### src/rtl/reg_file_wb.sv
// rtl/reg_file_wb.sv - 32x32 register file with writeback bypass and pending-write scoreboard
//
// Ports:
//   clk, rst                   clock and synchronous active-high reset
//   regwrite, rd, write_data   writeback port from the MEM/WB stage
//   rs, rt                     combinational read addresses
//   read_data1, read_data2     read values, with same-cycle writeback bypass
//   issue_valid, issue_rd      destination claim from an instruction leaving decode
//   rs_pending, rt_pending     operand still waits on an in-flight producer
module reg_file_wb (
    input  logic        clk,
    input  logic        rst,
    input  logic        regwrite,
    input  logic [4:0]  rd,
    input  logic [31:0] write_data,
    input  logic [4:0]  rs,
    input  logic [4:0]  rt,
    output logic [31:0] read_data1,
    output logic [31:0] read_data2,
    input  logic        issue_valid,
    input  logic [4:0]  issue_rd,
    output logic        rs_pending,
    output logic        rt_pending
);

    logic [31:0] r_regs [32];
    logic [31:0] r_pending;

    logic        w_wr_en;
    logic        w_issue_en;
    logic        w_byp_rs;
    logic        w_byp_rt;
    logic [31:0] w_pending_next;

    // r0 is hardwired: never written, never claimed
    assign w_wr_en    = regwrite && (rd != 5'd0);
    assign w_issue_en = issue_valid && (issue_rd != 5'd0);

    assign w_byp_rs = w_wr_en && (rd == rs);
    assign w_byp_rt = w_wr_en && (rd == rt);

    // Clear for the retiring write first, then set for the new claim, so a
    // same-register set and clear leaves the newer producer pending.
    always_comb begin
        w_pending_next = r_pending;
        if (w_wr_en) begin
            w_pending_next[rd] = 1'b0;
        end
        if (w_issue_en) begin
            w_pending_next[issue_rd] = 1'b1;
        end
    end

    always_ff @(posedge clk) begin
        if (rst) begin
            for (int i = 0; i < 32; i++) begin
                r_regs[i] <= '0;
            end
            r_pending <= '0;
        end else begin
            if (w_wr_en) begin
                r_regs[rd] <= write_data;
            end
            r_pending <= w_pending_next;
        end
    end

    assign read_data1 = (rs == 5'd0) ? 32'd0 : (w_byp_rs ? write_data : r_regs[rs]);
    assign read_data2 = (rt == 5'd0) ? 32'd0 : (w_byp_rt ? write_data : r_regs[rt]);

    // A value arriving at writeback this cycle is bypassed, so it no longer stalls
    assign rs_pending = (rs != 5'd0) && r_pending[rs] && !w_byp_rs;
    assign rt_pending = (rt != 5'd0) && r_pending[rt] && !w_byp_rt;

endmodule

### config.mk
export PLATFORM = sky130hd
export DESIGN_NAME = reg_file_wb
export DESIGN_NICKNAME = d
export VERILOG_FILES = /design/src/rtl/reg_file_wb.sv
export SDC_FILE = /design/constraint.sdc
export NUM_CORES = 2
export LEC_CHECK = 0
export ABC_AREA = 0
export BUFFER_PORTS_ARGS = -buffer_cell sky130_fd_sc_hd__buf_2
export CELL_PAD_IN_SITES_DETAIL_PLACEMENT = 1
export CELL_PAD_IN_SITES_GLOBAL_PLACEMENT = 1
export CORE_AREA = 2 2 344 346
export DETAILED_ROUTE_END_ITERATION = 8
export DIE_AREA = 0 0 346 348
export PLACE_DENSITY = 0.73
export SETUP_SLACK_MARGIN = 0.3
export SYNTH_ARGS = -nofsm -noshare
export SYNTH_HDL_FRONTEND = slang
export SYNTH_SLANG_ARGS = --single-unit
### constraint.sdc
create_clock -name clk -period 4.4 [get_ports clk]
set_input_delay 0.88 -clock clk [delete_from_list [all_inputs] [get_ports clk]]
set_output_delay 0.88 -clock clk [all_outputs]
set_load 0.02 [all_outputs]
=== Word level (Yosys, flattened, before mapping) ===
Memory sizes are Yosys's and may differ from the RTL's.
Index checks and enable logic that the tools add are counted.

* $lt $le $gt $ge: 6
* Equal/unequal tests: 2
* Muxes and demuxes: 22
* Bitwise gates (word level): 3
* Reduce and logical (&&, ||, !) cells: 19

{| class="wikitable"
|+ Operator list
! kind !! count
|-
| $mux 32 || 7
|-
| $and 32x32->32 || 1
|-
| $not 32->32 || 1
|-
| $or 32x32->32 || 1
|-
| $reduce_or 32->1 || 1
|-
| $lt 5x6->1 const B || 4
|-
| $reduce_bool 5->1 || 4
|-
| $bmux 1 s5 || 2
|-
| $demux 1 s5 || 2
|-
| $eq 5x5->1 || 2
|-
| $ge 5x1->1 const B || 2
|-
| $logic_and 1x1->1 || 10
|-
| $logic_not 5->1 || 2
|-
| $mux 1 || 10
|-
| $mux 5 || 1
|-
| $logic_not 1->1 || 2
|}

* Register bits: 32
* RAM bits: 1024
* Input bits: 56
* Memories kept: 1

{| class="wikitable"
|+ Memory list
! name !! words !! bits a word !! rd ports !! clocked after Yosys merged registers in !! write ports !! RTL line !! text
|-
| r_regs || 32 || 32 || 2 || 0 || 32 || 26 || <nowiki>logic [31:0] r_regs [32];</nowiki>
|}

=== Depth between registers and ports, before layout ===
* Word-level depth: 9
* Mapped depth: 9
* Gate-level depth less buffers: 5

=== Least setup slack after synthesis ===
No wires, ideal clock.

* Path kind: input port to flip-flop
* Start point: input rd[3]
* End point: memory r_regs[5][0], enable pin
* Data arrival time: 4.009 ns
* Required time: 3.933 ns
* Path slack: -0.077 ns
* Cell stages on the path: 4
* Cells stage by stage: buf_2 > or3b_2 > clkbuf_1 > o21ai_0

{| class="wikitable"
|+ RTL lines
! item !! RTL line !! text
|-
| start, declared || 14 || <nowiki>input logic [4:0] rd,</nowiki>
|-
| end, declared || 26 ||
|}

=== Worst setup path after layout ===
* Start point: input rd[3]
* End point: output read_data1[25]

* Longest elaborated chain between the ends: 5

{| class="wikitable"
|+ Ends and longest elaborated chain
! item !! RTL line !! text
|-
| $reduce_bool 5->1 || 36 || <nowiki>assign w_wr_en = regwrite && (rd != 5'd0);</nowiki>
|-
| $logic_and 1x1->1 || 36 ||
|-
| $logic_and 1x1->1 (*) || 39 || <nowiki>assign w_byp_rs = w_wr_en && (rd == rs);</nowiki>
|-
| $mux 32 (*) (2 in series) || 68 || <nowiki>assign read_data1 = (rs == 5'd0) ? 32'd0 : (w_byp_rs ? write_data : r_regs[rs]);</nowiki>
|-
| end, declared || 18 || <nowiki>output logic [31:0] read_data1,</nowiki>
|}

Mark *: on every way between the ends. The rest lies on a longest branch, timed or not.

==> metrics.yaml <==
status:
  run_status: "finished clean"
clock_network:
  htreeDepth: 3
  cts_tree: "done"
  cts.clk_slew.worst_paths_ns: 0.06
  clk_path_buf_depth: 3
  clk_latency_ns: 0.70
  numCtsBuffers: 113
  post_cts_buffers: 0
  cts_root_buffer: "clkbuf_16"
  cts.sinks: 1056
  cts_hold_buf: 0
route:
  first_pass_iters: 6
  wl_per_cell_um: 39.2
  drt_iter0_drc: 6142
  ant_nets: 0
  num_vias: 39014
  totalWireLength_um: 216000
  viasPerCell: 7.06
  drc: 0
timing:
  period_minus_slack_ns: 4.10
  slew_violations: 0
  setup_viol: 0
  slew_headroom: 0.225
  skew_ns: 0
  fmax_mhz: 244
  rsz0062_at_grt: "yes"
  hold_slack_ns: 0.489
  tightest_slew_ns: 1.16
  timing.final.crit_share: 0.932
  hold_viol: 0
yosys:
  synth_area_per_cell_um2: 15.1
  synth-main-ff-cell: "edfxtp_1"
  ys_seq_elements: 1056
  yosysWarnings: 0
  synth_enable_flop_cells: 1024
  syn_area_mm2: 0.0568
  synthCells: 3760
  ys_types: 54
  ys_seq_area_frac: 0.553
  ys_async_sr_fraction: 0
setup_path:
  worstPathArrival_ns: 3.22
  r2r_cells: 2
  crit_chain: "buf_2 -> nor3_1 -> buf_4 -> a21o_1 -> o31ai_4 -> buf_12 -> a21oi_1 -> a211o_1 -> buf_2"
  crit_top_cell: "buf_2"
  path_class: "primary input to primary output"
  end_kind: "primary output"
  startpoint_type: "primary input"
  rrSetupSlack_ns: 3.70
  startpoint: "rd[3]"
  r2r-start: "r_pending[20]"
  required_ns: 3.52
  cpPeakStageDelay_ns: 0.50
  worst_path_max_delay_cell: "a21oi_1"
  regToRegEndpoint: "r_pending[20]"
  cp-endpoint: "read_data1[25]"
  critical_path.max_fanout: 22
cells_and_area:
  syn_to_final_growth_pct: 14.4
  final_nets: 3945
  final_area_mm2: 0.0650
  post-route-util: 0.555
  layout_commonest_cell: "edfxtp_1"
  fill_cells: 10895
  layoutNonFillerInstCount: 5528
  drive_gt1_frac: 0.297
  final_cell_mix: "edfxtp_1, and2_1, mux4_2"
hold_path:
  hold_class: "register to register"
grt:
  grt_pass1_wl_um: 303000
  gr-total-overflow: 0
  track_usage: 0.359
  grt_max_degree: 48
  antenna_found_initial: 27
  grt_pass1_vias: 39600
run:
  drv_cap: 0
die:
  die_w_um: 346
  fp.coreArea_mm2: 0.117
  io_pins: 122
  fp-row-count: 126
  start_util: 0.485
  die_y_um: 348
  dieArea_mm2: 0.120
placed_design:
  dp_cells: 5308
  dp_hpwl_um: 137000
  dpl_cell_area_mm2: 0.0610
  gp_congestion: 0.879
  port_buffers: 121
power:
  ir_drop_mv: 0.344
  leakage_nw: 22.7
  cellPowerDensity_mw_per_mm2: 389
worst max-delay path: cells and delay by family:
family,cells,cell delay (ns)
buffers and inverters,4,0.78
AOI/OAI and AO/OA,4,1.19
and+or+nand+nor,1,0.34
stage by stage:
step / total power [mW] / setup WS, ns / setup TNS [ns]
after floorplan: 14.0 / -0.0767 / -9.87
after global placement: 15.4 / 0.161 / 0
after detailed placement: 15.4 / 0.149 / 0
after CTS: 25.2 / 0.305 / 0
after global routing: 25.8 / 0.291 / 0
final: 25.3 / 0.300 / 0
routing by layer:
layer  GRT usage  part of all wire  vias up
li1            -                 -    14765
met1       0.481              0.37    20438
met2       0.552              0.45     3131
met3      0.0861              0.12      672
met4       0.179             0.056        8
met5           0           0.00026        -
kinds of logic (layout without fill, tap and decap cells):
family	count (synthesis)	in the layout	synth area share
AOI/OAI and AO/OA	359	359	0.0442
xor gates and xnor gates	10	10	0.00154
buffers and inverters	449	643	0.0345
DFF	1056	1056	0.553
muxes	678	678	0.238
other	1	39	0.0000661
and+or+nand+nor	1207	1207	0.128
repair_timing:
action | 4_1_cts | 5_1_grt
pin swaps | 1 | 0
setup endpoints to repair | 12 | 23
gates cloned | 1 | 1
gates resized for setup | 4 | 9
layout make-up:
type	count	area (µm²)	area share
clock buffers	139	2990	0.0460
diodes	7	17.5	0.000270
flip-flops and latches	1056	31400	0.483
inverters	46	173	0.00266
well taps	1536	1920	0.0296
repair buffers	386	3650	0.0562
multi-input cells	2286	24000	0.370
clock inverters	72	769	0.0118
sequential cells by signal, summed over array words and instances (netlist names):
name,count
r_regs,1024
r_pending,32
synth_stat cells, types with 32 or more instances:
library cell  count  area share
dfxtp_1          32       0.011
clkbuf_1        269       0.018
mux2i_1         128       0.023
a211oi_1         59      0.0078
edfxtp_1       1024        0.54
buf_2            91      0.0080
and2_1          995        0.11
nor2b_1          43      0.0047
nand2_1          54      0.0036
inv_1            46      0.0030
nor2_1           45      0.0030
a22oi_1          86       0.011
a21oi_1          50      0.0044
mux4_2          538        0.21
o21ai_0          50      0.0044
worst min path at each step:
| stage | start | to | slack [ns] | cells past startpoint |
|---|---|---|---|---|
| 3_3_place_gp | r_pending[14] | r_pending[14] | 0.47 | 2 |
| 6_report | r_pending[14] | r_pending[14] | 0.49 | 2 |
| 5_1_grt | r_pending[14] | r_pending[14] | 0.51 | 2 |
| 4_1_cts | r_pending[14] | r_pending[14] | 0.49 | 2 |
| 3_5_place_dp | r_pending[5] | r_pending[5] | 0.47 | 2 |
| 2_1_floorplan | r_pending[0] | r_pending[0] | 0.45 | 1 |
report_power, final:
part / switching, mW / internal (mW) / leakage [nW] / total, mW
combinational: 2.04 / 1.43 / 10.8 / 3.46
sequential: 0.312 / 11.6 / 10.0 / 11.9
clock: 4.17 / 5.74 / 1.82 / 9.91
total: 6.52 / 18.8 / 22.7 / 25.3
Note: power is estimated with default switching activity, not from simulation.
